===== src/rtl/ps2_keystroke_sequencer_if.sv =====
// Keystroke sequencer bus bundle.
// Groups the PS/2 byte stream, the encipher handshake, the ciphertext FIFO
// read side and the status flags of ps2_keystroke_sequencer.
//   slave  : the sequencer (consumes rx/enc/rd_en, drives codes, FIFO, status)
//   master : the surrounding system (PS2_Controller, State_Machine, consumers)
interface ps2_keystroke_sequencer_if #(
    parameter int FIFO_DEPTH = 8
);
    localparam int COUNT_W = $clog2(FIFO_DEPTH) + 1;

    logic [7:0]         rx_data;
    logic               rx_en;
    logic [7:0]         enc_data;
    logic               enc_valid;
    logic               rd_en;
    logic [7:0]         plain_code;
    logic               plain_ext;
    logic               enc_req;
    logic               rotate;
    logic [7:0]         fifo_dout;
    logic               fifo_empty;
    logic               fifo_full;
    logic [COUNT_W-1:0] fifo_count;
    logic               overflow;
    logic               timeout_err;
    logic               busy;

    modport master (
        output rx_data, rx_en, enc_data, enc_valid, rd_en,
        input  plain_code, plain_ext, enc_req, rotate, fifo_dout, fifo_empty,
               fifo_full, fifo_count, overflow, timeout_err, busy
    );

    modport slave (
        input  rx_data, rx_en, enc_data, enc_valid, rd_en,
        output plain_code, plain_ext, enc_req, rotate, fifo_dout, fifo_empty,
               fifo_full, fifo_count, overflow, timeout_err, busy
    );
endinterface


===== src/rtl/ps2_keystroke_sequencer.sv =====
// Keystroke make/break sequencer in front of the Enigma core.
// Decodes the PS/2 scan byte stream (make, F0 break, E0 extended), issues one
// encipher request per keystroke, opens a rotor-step window after the key's
// release and buffers ciphertext in a first-word-fall-through FIFO.
// Ports:
//   CLOCK_50 : system clock
//   reset_n  : asynchronous active-low reset
//   bus      : slave side of ps2_keystroke_sequencer_if
//              in : rx_data/rx_en, enc_data/enc_valid, rd_en
//              out: plain_code, plain_ext, enc_req, rotate, fifo_dout,
//                   fifo_empty, fifo_full, fifo_count, overflow,
//                   timeout_err, busy
//
// state     | meaning
// ----------+--------------------------------------------------------------
// S_IDLE    | waiting for a make code, E0 prefix or stray F0
// S_EXT     | E0 seen, next byte is an extended make (or F0 -> discard)
// S_DISCARD | drop the next byte (release of a key we never latched)
// S_ENC     | enc_req high, waiting for enc_valid or timeout
// S_HELD    | key down; typematic repeats and other keys ignored
// S_BREAK   | F0 seen while held; next byte decides if our key was released
// S_ROTATE  | rotate high for WAIT_CYCLES cycles, incoming bytes dropped
module ps2_keystroke_sequencer #(
    parameter int WAIT_CYCLES = 5000,
    parameter int ENC_TIMEOUT = 255,
    parameter int FIFO_DEPTH  = 8,
    parameter int CNT_W       = 13
) (
    input  logic                        CLOCK_50,
    input  logic                        reset_n,
    ps2_keystroke_sequencer_if.slave    bus
);

    localparam int PTR_W = $clog2(FIFO_DEPTH);
    localparam logic [7:0] SC_EXT = 8'hE0;
    localparam logic [7:0] SC_BRK = 8'hF0;

    typedef logic [CNT_W-1:0] cnt_t;
    typedef logic [PTR_W-1:0] ptr_t;
    typedef logic [PTR_W:0]   count_t;

    // The timer counts down; loading N-1 and ending at zero gives N cycles.
    localparam cnt_t   ENC_LOAD   = cnt_t'(ENC_TIMEOUT - 1);
    localparam cnt_t   WAIT_LOAD  = cnt_t'(WAIT_CYCLES - 1);
    localparam count_t DEPTH_FULL = count_t'(FIFO_DEPTH);

    typedef enum logic [2:0] {
        S_IDLE    = 3'd0,
        S_EXT     = 3'd1,
        S_DISCARD = 3'd2,
        S_ENC     = 3'd3,
        S_HELD    = 3'd4,
        S_BREAK   = 3'd5,
        S_ROTATE  = 3'd6
    } state_t;

    state_t     state;
    cnt_t       cnt;
    logic [7:0] plain_code_q;
    logic       plain_ext_q;
    logic       enc_req_q;
    logic       rotate_q;
    logic       timeout_err_q;
    logic       busy_q;

    logic [7:0] mem [FIFO_DEPTH];
    ptr_t       wr_ptr;
    ptr_t       rd_ptr;
    count_t     count;
    logic       overflow_q;
    logic       empty;
    logic       full;
    logic       push;
    logic       push_ok;
    logic       pop;

    always_ff @(posedge CLOCK_50 or negedge reset_n) begin
        if (!reset_n) begin
            state         <= S_IDLE;
            cnt           <= '0;
            plain_code_q  <= '0;
            plain_ext_q   <= 1'b0;
            enc_req_q     <= 1'b0;
            rotate_q      <= 1'b0;
            timeout_err_q <= 1'b0;
            busy_q        <= 1'b0;
        end else begin
            case (state)
                S_IDLE: begin
                    if (bus.rx_en) begin
                        busy_q <= 1'b1;
                        if (bus.rx_data == SC_EXT) begin
                            state <= S_EXT;
                        end else if (bus.rx_data == SC_BRK) begin
                            state <= S_DISCARD;
                        end else begin
                            plain_code_q <= bus.rx_data;
                            plain_ext_q  <= 1'b0;
                            enc_req_q    <= 1'b1;
                            cnt          <= ENC_LOAD;
                            state        <= S_ENC;
                        end
                    end
                end
                S_EXT: begin
                    if (bus.rx_en) begin
                        if (bus.rx_data == SC_BRK) begin
                            state <= S_DISCARD;
                        end else begin
                            plain_code_q <= bus.rx_data;
                            plain_ext_q  <= 1'b1;
                            enc_req_q    <= 1'b1;
                            cnt          <= ENC_LOAD;
                            state        <= S_ENC;
                        end
                    end
                end
                S_DISCARD: begin
                    if (bus.rx_en) begin
                        busy_q <= 1'b0;
                        state  <= S_IDLE;
                    end
                end
                S_ENC: begin
                    // enc_valid wins over a timeout landing in the same cycle
                    if (bus.enc_valid) begin
                        enc_req_q <= 1'b0;
                        state     <= S_HELD;
                    end else if (cnt == '0) begin
                        enc_req_q     <= 1'b0;
                        timeout_err_q <= 1'b1;
                        state         <= S_HELD;
                    end else begin
                        cnt <= cnt - cnt_t'(1);
                    end
                end
                S_HELD: begin
                    if (bus.rx_en && bus.rx_data == SC_BRK) begin
                        state <= S_BREAK;
                    end
                end
                S_BREAK: begin
                    if (bus.rx_en) begin
                        // Only the scan code matters; E0 of an extended
                        // release was already swallowed while held.
                        if (bus.rx_data == plain_code_q) begin
                            rotate_q <= 1'b1;
                            cnt      <= WAIT_LOAD;
                            state    <= S_ROTATE;
                        end else begin
                            state <= S_HELD;
                        end
                    end
                end
                S_ROTATE: begin
                    if (cnt == '0) begin
                        rotate_q <= 1'b0;
                        busy_q   <= 1'b0;
                        state    <= S_IDLE;
                    end else begin
                        cnt <= cnt - cnt_t'(1);
                    end
                end
                default: begin
                    enc_req_q <= 1'b0;
                    rotate_q  <= 1'b0;
                    busy_q    <= 1'b0;
                    state     <= S_IDLE;
                end
            endcase
        end
    end

    assign empty   = (count == '0);
    assign full    = (count == DEPTH_FULL);
    assign push    = (state == S_ENC) && bus.enc_valid;
    assign pop     = bus.rd_en && !empty;
    // When full, a simultaneous pop frees the slot being written.
    assign push_ok = push && (!full || pop);

    always_ff @(posedge CLOCK_50) begin
        if (push_ok) begin
            mem[wr_ptr] <= bus.enc_data;
        end
    end

    always_ff @(posedge CLOCK_50 or negedge reset_n) begin
        if (!reset_n) begin
            wr_ptr     <= '0;
            rd_ptr     <= '0;
            count      <= '0;
            overflow_q <= 1'b0;
        end else begin
            if (push_ok) begin
                wr_ptr <= wr_ptr + ptr_t'(1);
            end
            if (pop) begin
                rd_ptr <= rd_ptr + ptr_t'(1);
            end
            if (push && !push_ok) begin
                overflow_q <= 1'b1;
            end
            if (push_ok && !pop) begin
                count <= count + count_t'(1);
            end else if (!push_ok && pop) begin
                count <= count - count_t'(1);
            end
        end
    end

    assign bus.plain_code  = plain_code_q;
    assign bus.plain_ext   = plain_ext_q;
    assign bus.enc_req     = enc_req_q;
    assign bus.rotate      = rotate_q;
    // Head is forced to zero while empty so stale/uninitialised RAM never shows.
    assign bus.fifo_dout   = empty ? 8'h00 : mem[rd_ptr];
    assign bus.fifo_empty  = empty;
    assign bus.fifo_full   = full;
    assign bus.fifo_count  = count;
    assign bus.overflow    = overflow_q;
    assign bus.timeout_err = timeout_err_q;
    assign bus.busy        = busy_q;

endmodule


===== src/flat_wrapper.sv =====
// flat-port wrapper written by rule: the top's interface ports become plain ports
module ps2_keystroke_sequencer_flat 
#(
    parameter int WAIT_CYCLES = 5000,
    parameter int ENC_TIMEOUT = 255,
    parameter int FIFO_DEPTH  = 8,
    parameter int CNT_W       = 13
)
  (CLOCK_50, reset_n, bus_rx_data, bus_rx_en, bus_enc_data, bus_enc_valid, bus_rd_en, bus_plain_code, bus_plain_ext, bus_enc_req, bus_rotate, bus_fifo_dout, bus_fifo_empty, bus_fifo_full, bus_fifo_count, bus_overflow, bus_timeout_err, bus_busy);
  ps2_keystroke_sequencer_if #(.FIFO_DEPTH(FIFO_DEPTH)) bus_i ();
  input  logic CLOCK_50;
  input  logic reset_n;
  input wire logic [$bits(bus_i.rx_data)-1:0] bus_rx_data;
  input wire logic [$bits(bus_i.rx_en)-1:0] bus_rx_en;
  input wire logic [$bits(bus_i.enc_data)-1:0] bus_enc_data;
  input wire logic [$bits(bus_i.enc_valid)-1:0] bus_enc_valid;
  input wire logic [$bits(bus_i.rd_en)-1:0] bus_rd_en;
  output wire logic [$bits(bus_i.plain_code)-1:0] bus_plain_code;
  output wire logic [$bits(bus_i.plain_ext)-1:0] bus_plain_ext;
  output wire logic [$bits(bus_i.enc_req)-1:0] bus_enc_req;
  output wire logic [$bits(bus_i.rotate)-1:0] bus_rotate;
  output wire logic [$bits(bus_i.fifo_dout)-1:0] bus_fifo_dout;
  output wire logic [$bits(bus_i.fifo_empty)-1:0] bus_fifo_empty;
  output wire logic [$bits(bus_i.fifo_full)-1:0] bus_fifo_full;
  output wire logic [$bits(bus_i.fifo_count)-1:0] bus_fifo_count;
  output wire logic [$bits(bus_i.overflow)-1:0] bus_overflow;
  output wire logic [$bits(bus_i.timeout_err)-1:0] bus_timeout_err;
  output wire logic [$bits(bus_i.busy)-1:0] bus_busy;
  assign bus_i.rx_data = bus_rx_data;
  assign bus_i.rx_en = bus_rx_en;
  assign bus_i.enc_data = bus_enc_data;
  assign bus_i.enc_valid = bus_enc_valid;
  assign bus_i.rd_en = bus_rd_en;
  assign bus_plain_code = bus_i.plain_code;
  assign bus_plain_ext = bus_i.plain_ext;
  assign bus_enc_req = bus_i.enc_req;
  assign bus_rotate = bus_i.rotate;
  assign bus_fifo_dout = bus_i.fifo_dout;
  assign bus_fifo_empty = bus_i.fifo_empty;
  assign bus_fifo_full = bus_i.fifo_full;
  assign bus_fifo_count = bus_i.fifo_count;
  assign bus_overflow = bus_i.overflow;
  assign bus_timeout_err = bus_i.timeout_err;
  assign bus_busy = bus_i.busy;
  ps2_keystroke_sequencer #(.WAIT_CYCLES(WAIT_CYCLES), .ENC_TIMEOUT(ENC_TIMEOUT), .FIFO_DEPTH(FIFO_DEPTH), .CNT_W(CNT_W)) u_core (.CLOCK_50(CLOCK_50), .reset_n(reset_n), .bus(bus_i));
endmodule

===== config.mk =====
export PLATFORM = sky130hd
export DESIGN_NAME = ps2_keystroke_sequencer_flat
export DESIGN_NICKNAME = d
export VERILOG_FILES = /design/src/rtl/ps2_keystroke_sequencer_if.sv /design/src/rtl/ps2_keystroke_sequencer.sv /design/src/flat_wrapper.sv
export SDC_FILE = /design/constraint.sdc
export NUM_CORES = 1
export LEC_CHECK = 0
export BUFFER_PORTS_ARGS = -buffer_cell sky130_fd_sc_hd__buf_4
export CORE_ASPECT_RATIO = 0.5
export CORE_MARGIN = 2
export CORE_UTILIZATION = 45
export CTS_BUF_LIST = sky130_fd_sc_hd__clkbuf_8
export DETAILED_ROUTE_END_ITERATION = 10
export GPL_TIMING_DRIVEN = 1
export PLACE_DENSITY = 0.76
export SLEW_MARGIN = 5
export SYNTH_ARGS = -nofsm -noshare
export SYNTH_HDL_FRONTEND = slang
export SYNTH_SLANG_ARGS = --single-unit

===== constraint.sdc =====
create_clock -name CLOCK_50 -period 3.25 [get_ports CLOCK_50]
set_input_delay 0.8125 -clock CLOCK_50 [delete_from_list [all_inputs] [get_ports CLOCK_50]]
set_output_delay 0.8125 -clock CLOCK_50 [all_outputs]
set_load 0.02 [all_outputs]

# Word-level counts from Yosys, hierarchy flattened
# Memory sizes are Yosys's and may differ from the RTL's.
# Cells that the tools add are included.
# word_totals
ram_bits	64
inputBits	21
n_memories	1
ff_bits	40
# op_classes
n_bitwise	4
n_mux	50
n_reduce_logical	29
n_addsub	5
n_eq_ne	22
# mem_list
memory	words	word_bits	rd	rd_clocked_by_memory_dff	wr	line_no	rtl
u_core.mem	8	8	1	0	1	ps2_keystroke_sequencer.sv:66	logic [7:0] mem [FIFO_DEPTH];
# ops
op	n
two-way mux 13 bit	8
one-hot mux 13 bit (5 select lines)	1
two-way mux 8 bit	5
two-way mux 3 bit	9
one-hot mux 3 bit (7 select lines)	1
two-way mux 1 bit	18
== test 8 bit (second input constant)	2
!= test 2 bit (second input constant)	8
one-hot mux 8 bit (2 select lines)	1
AND reduction 7 bit	2
zero test 13 bit	1
subtractor 13 x 1 -> 13 bit (second input constant)	1
AND reduction 4 bit	3
== test 3 bit (second input constant)	3
== test 8 bit	1
two-way mux 4 bit	2
one-hot mux 1 bit (4 select lines)	2
OR reduction 4 bit	2
logical AND 1 bit	7
adder 3 x 1 -> 3 bit (second input constant)	2
== test 3 x 2 -> 1 bit (second input constant)	2
!= test 2 x 1 -> 1 bit (second input constant)	3
AND reduction 6 bit	1
AND reduction 5 bit	1
other kinds (17)	24

# Depth between registers and ports, before layout
# logic_depth
depth_word	9
mapped_depth	12
ltp_nobuf	11

# Worst setup path after synthesis
# OpenSTA, ideal clock, no wires.
# synth_timing
path_kind	reg2reg
startpoint	reg u_core.count[0], in the netlist u_core.bus.fifo_count[0]
endpoint	reg u_core.count[3], in the netlist u_core.bus.fifo_count[3]
required_ns	3.118
period_less_slack_ns	3.006
slack_ns	0.244
path_stages_with_launch	12
arrival_time_ns	2.874
cell_sequence	dfrtp_1 > or4b_2 > o21ai_1 > inv_1 > ha_1 > inv_1 > ha_1 > a21o_1 > a21oi_1 > xnor2_1 > nor2_1 > xor2_1
# synth_between
elab_chain_cells	8
elab_cells_between_ends	16
classes_between	add/sub: 2; eq/ne: 1; mux: 2; reduce/logical: 11
# synth_lines
item	line_no	rtl
from (decl)	ps2_keystroke_sequencer.sv:69	count_t count;
from (signal assigned)	ps2_keystroke_sequencer.sv:204	count <= count + count_t'(1);
from (signal assigned)	ps2_keystroke_sequencer.sv:206	count <= count - count_t'(1);
zero test 4 bit	ps2_keystroke_sequencer.sv:174	assign empty = (count == '0);
zero test 1 bit	ps2_keystroke_sequencer.sv:177	assign pop = bus.rd_en && !empty;
logical AND 1 bit	ps2_keystroke_sequencer.sv:177	
logical OR 1 bit *	ps2_keystroke_sequencer.sv:179	assign push_ok = push && (!full || pop);
logical AND 1 bit *	ps2_keystroke_sequencer.sv:179	
named net u_core.push_ok	ps2_keystroke_sequencer.sv:74	logic push_ok;
zero test 1 bit	ps2_keystroke_sequencer.sv:205	end else if (!push_ok && pop) begin
logical AND 1 bit	ps2_keystroke_sequencer.sv:205	
nonzero test 2 bit (no line)	-	
# Mark *: on every way through the listed nets, which the timed path passes. The rest lies on a longest branch. The select of a mux whose other input is x is not followed.
# A chain may end at the register's enable or synchronous reset.

# Worst setup path after layout
# layout_timing
startpoint	reg u_core.rd_ptr[1]
endpoint	out bus_fifo_dout[7]
# layout_between
elab_chain_cells	2
# layout_lines
item	line_no	rtl
from (decl)	ps2_keystroke_sequencer.sv:68	ptr_t rd_ptr;
from (signal assigned)	ps2_keystroke_sequencer.sv:198	rd_ptr <= rd_ptr + ptr_t'(1);
memory (8 x 8 bit)	-	
two-way mux 8 bit	ps2_keystroke_sequencer.sv:216	assign bus.fifo_dout = empty ? 8'h00 : mem[rd_ptr];
to (decl)	flat_wrapper.sv:22	output wire logic [$bits(bus_i.fifo_dout)-1:0] bus_fifo_dout;
# Every way passes these cells.

==> results.toml <==
[synth]
synthMuxAreaShare = 0.117
synth_top_area_share = 0.398
syn_avg_cell_area_sq_um = 13.7
synthesis.instances = 352
synth_most_common_cell = "edfxtp_1"
syn_nets = 381
synth-seq-cells = 104
ys_seq_area_frac = 0.605
synth_top_family_by_area = "simple AND/OR/NAND/NOR gates"
synth_commonest_cells = "edfxtp_1, dfrtp_1, nor2_1"
synth_top_cell_by_area = "edfxtp_1"
ys_top_cells_by_area = "edfxtp_1, dfrtp_1, mux4_2"
ys_warn_count = 0
synth_ff_type = "edfxtp_1"
yosys.area_share.adder = 0.0223
synth_area_sq_mm = 0.00483
yosysUniqueCellTypes = 58
async_reset_ff_frac = 0.385
synth_compound_area_frac = 0.0798
synth_edf_count = 64
synth-simple-area-share = 0.119
synth-xor-area-share = 0.0308

[cells_and_area]
seq_area_sq_mm = 0.00292
syn2layout_area_growth_pct = 16.6
drive_gt1_frac = 0.283
utilization = 0.546
final_cells = 554
multi_input_area_sq_mm = 0.00179
fillers = 870
layout.nets = 438
diodes = 0

[floorplanning]
io_pins = 49
die_x_microns = 150
core_area_sq_mm = 0.0103
die_height_microns = 77.2
std_cell_rows = 26
start_util = 0.468
die-area_sq_mm = 0.0116

[route]
drt_iter0_drc = 180
dr.pass1.iters = 4
drc = 0
ant_nets = 0
drt_wl_total_microns = 9390
vias = 3077
routedWlPerCell_microns = 17.0
via_per_inst = 5.55

[cts]
clkTransAtPathRegs_ps = 100
clk_latency_ps = 380
ctsHoldBuffers = 0
root_buffer = "clkbuf_8"
postCtsResizedCells = 0
clock_path_buffers = 2
clock_sinks = 104
numCtsBuffers = 9
htreeDepth = 3
cts_setup_buffers = 0
cts_tree = "yes"

[pwr]
p_total_mw = 4.83
ir_drop_mv = 0.387
p_leak_nw = 2.18
powerDensity_mw_per_mm2 = 858

[critical_path]
cp-end-kind = "output pin"
required_ps = 2440
cp_max_fo = 18
cp.arrival_ps = 2060
critPathLaunchType = "flip-flop"
path_class = "reg -> out"

[timing]
hold_viol = 0
finalSetupViolCount = 0
tightest_slew_ps = 852
rsz0062_at_grt = "no"
holdWs_ps = 402
slew_headroom = 0.429
final_max_slew_viol_count = 0
period_share = 0.884
finClkSkew_ps = 10.7
min_period_ps = 2870
fmaxAchievable_ghz = 0.348
tns_ps = 0

[status]
status = "completed"

[placed_design]
dp_cells = 538
finalWeightedCongestion = 0.826
dp_hpwl_microns = 6440
port_buffers = 48

[global_routing]
grt_use_total = 0.175
grt_start_max_net_pins = 41
antenna_found_initial = 0
grt_pass1_wl_microns = 15300
grt_overflow = 0
grt_pass1_vias = 2979

[flow_run]
maxCapViolations = 0

[worst_hold_path]
hp-class = "in -> async"
## sequential cells by signal, indices dropped and copies added, names as in the netlist, 3 cells and up
name and count:
u_core.state 3, u_core.mem 64, u_core.wr_ptr 3, u_core.cnt 13, u_core.rd_ptr 3, u_core.bus.fifo_count 4, u_core.bus.plain_code 8
## cells by family after synthesis
kind of cell,count (synthesis)
buffers and inverters,29
multiplexers,35
flip-flops,104
XOR/XNOR,17
AND/OR/NAND/NOR,106
adder cells (fa/ha/maj),8
AO/OA/AOI/OAI,53
## per-stage QoR
| step | setup WS (ps) | instance area (sq um) |
|---|---|---|
| floorplan | 244 | 4830 |
| global placement | 395 | 5410 |
| detailed placement | 371 | 5410 |
| CTS | 331 | 5630 |
| global route | 202 | 5630 |
| finish | 376 | 5630 |
## layout by cell type, fill, tap and decap left out, types with 3 or more instances in the layout
cell type	netlist	layout
nand2_1	22	22
dfrtp_1	40	40
o221ai_1	3	3
mux2i_1	8	8
a22o_1	3	3
nor3_1	10	10
inv_6	0	3
mux4_2	16	16
nand2b_1	3	3
and2_1	4	4
a21oi_1	10	10
nand3b_1	3	3
xnor2_1	7	7
edfxtp_1	64	64
clkbuf_8	0	9
o21ai_0	10	10
a21o_1	4	4
inv_1	11	11
nor2_1	25	25
nor4_1	10	9
nor3b_1	5	5
or3_1	4	4
xor2_1	10	10
nor2b_1	3	3
nand3_1	4	4
ha_1	7	7
mux2_2	11	11
buf_4	0	64
## critical path, cell delays in order, from the launching register on
cell     delay, ps
dfrtp_1        880
mux4_2         410
mux2i_1        180
nor2_1          60
buf_4          150
## report_power, final
part	total (mW)	internal, mW	switching, mW	leakage, nW
Sequential	1.98	1.63	0.346	1.06
Combinational	2.00	0.971	1.03	1.02
Clock	0.854	0.377	0.476	0.109
## routing by layer
metal	vias to the layer above	wire (microns)	global-route usage	share of wire
met5	-	0	0	0
li1	1461	-	-	-
met2	61	4610	0.283	0.49
met1	1543	4220	0.232	0.45
met4	0	128	0.0547	0.014
met3	12	437	0.0440	0.047
## final timing paths
check / start / end / slack [ps] / depth (start not counted)
max in group asynchronous: reset_n / u_core.bus.fifo_count[2] / 2480 / 1
worst max register to register: u_core.bus.fifo_count[0] / u_core.bus.fifo_count[3] / 390 / 11
min in group CLOCK_50: u_core.bus.enc_req / u_core.bus.enc_req / 490 / 1
worst min-delay path: reset_n / u_core.cnt[2] / 400 / 1
worst max-delay path: u_core.rd_ptr[1] / bus_fifo_dout[7] / 380 / 4
worst min register to register: u_core.bus.enc_req / u_core.bus.enc_req / 490 / 1
## area by class of cell
cell class,count,share of cell area
clock buffers,9,0.0220
clock inverters,7,0.0164
inverters,11,0.00733
multi-input cells,219,0.319
flip-flops and latches,104,0.519
well taps,140,0.0311
repair buffers,64,0.0854
Note: power is estimated with default switching activity, not from simulation.
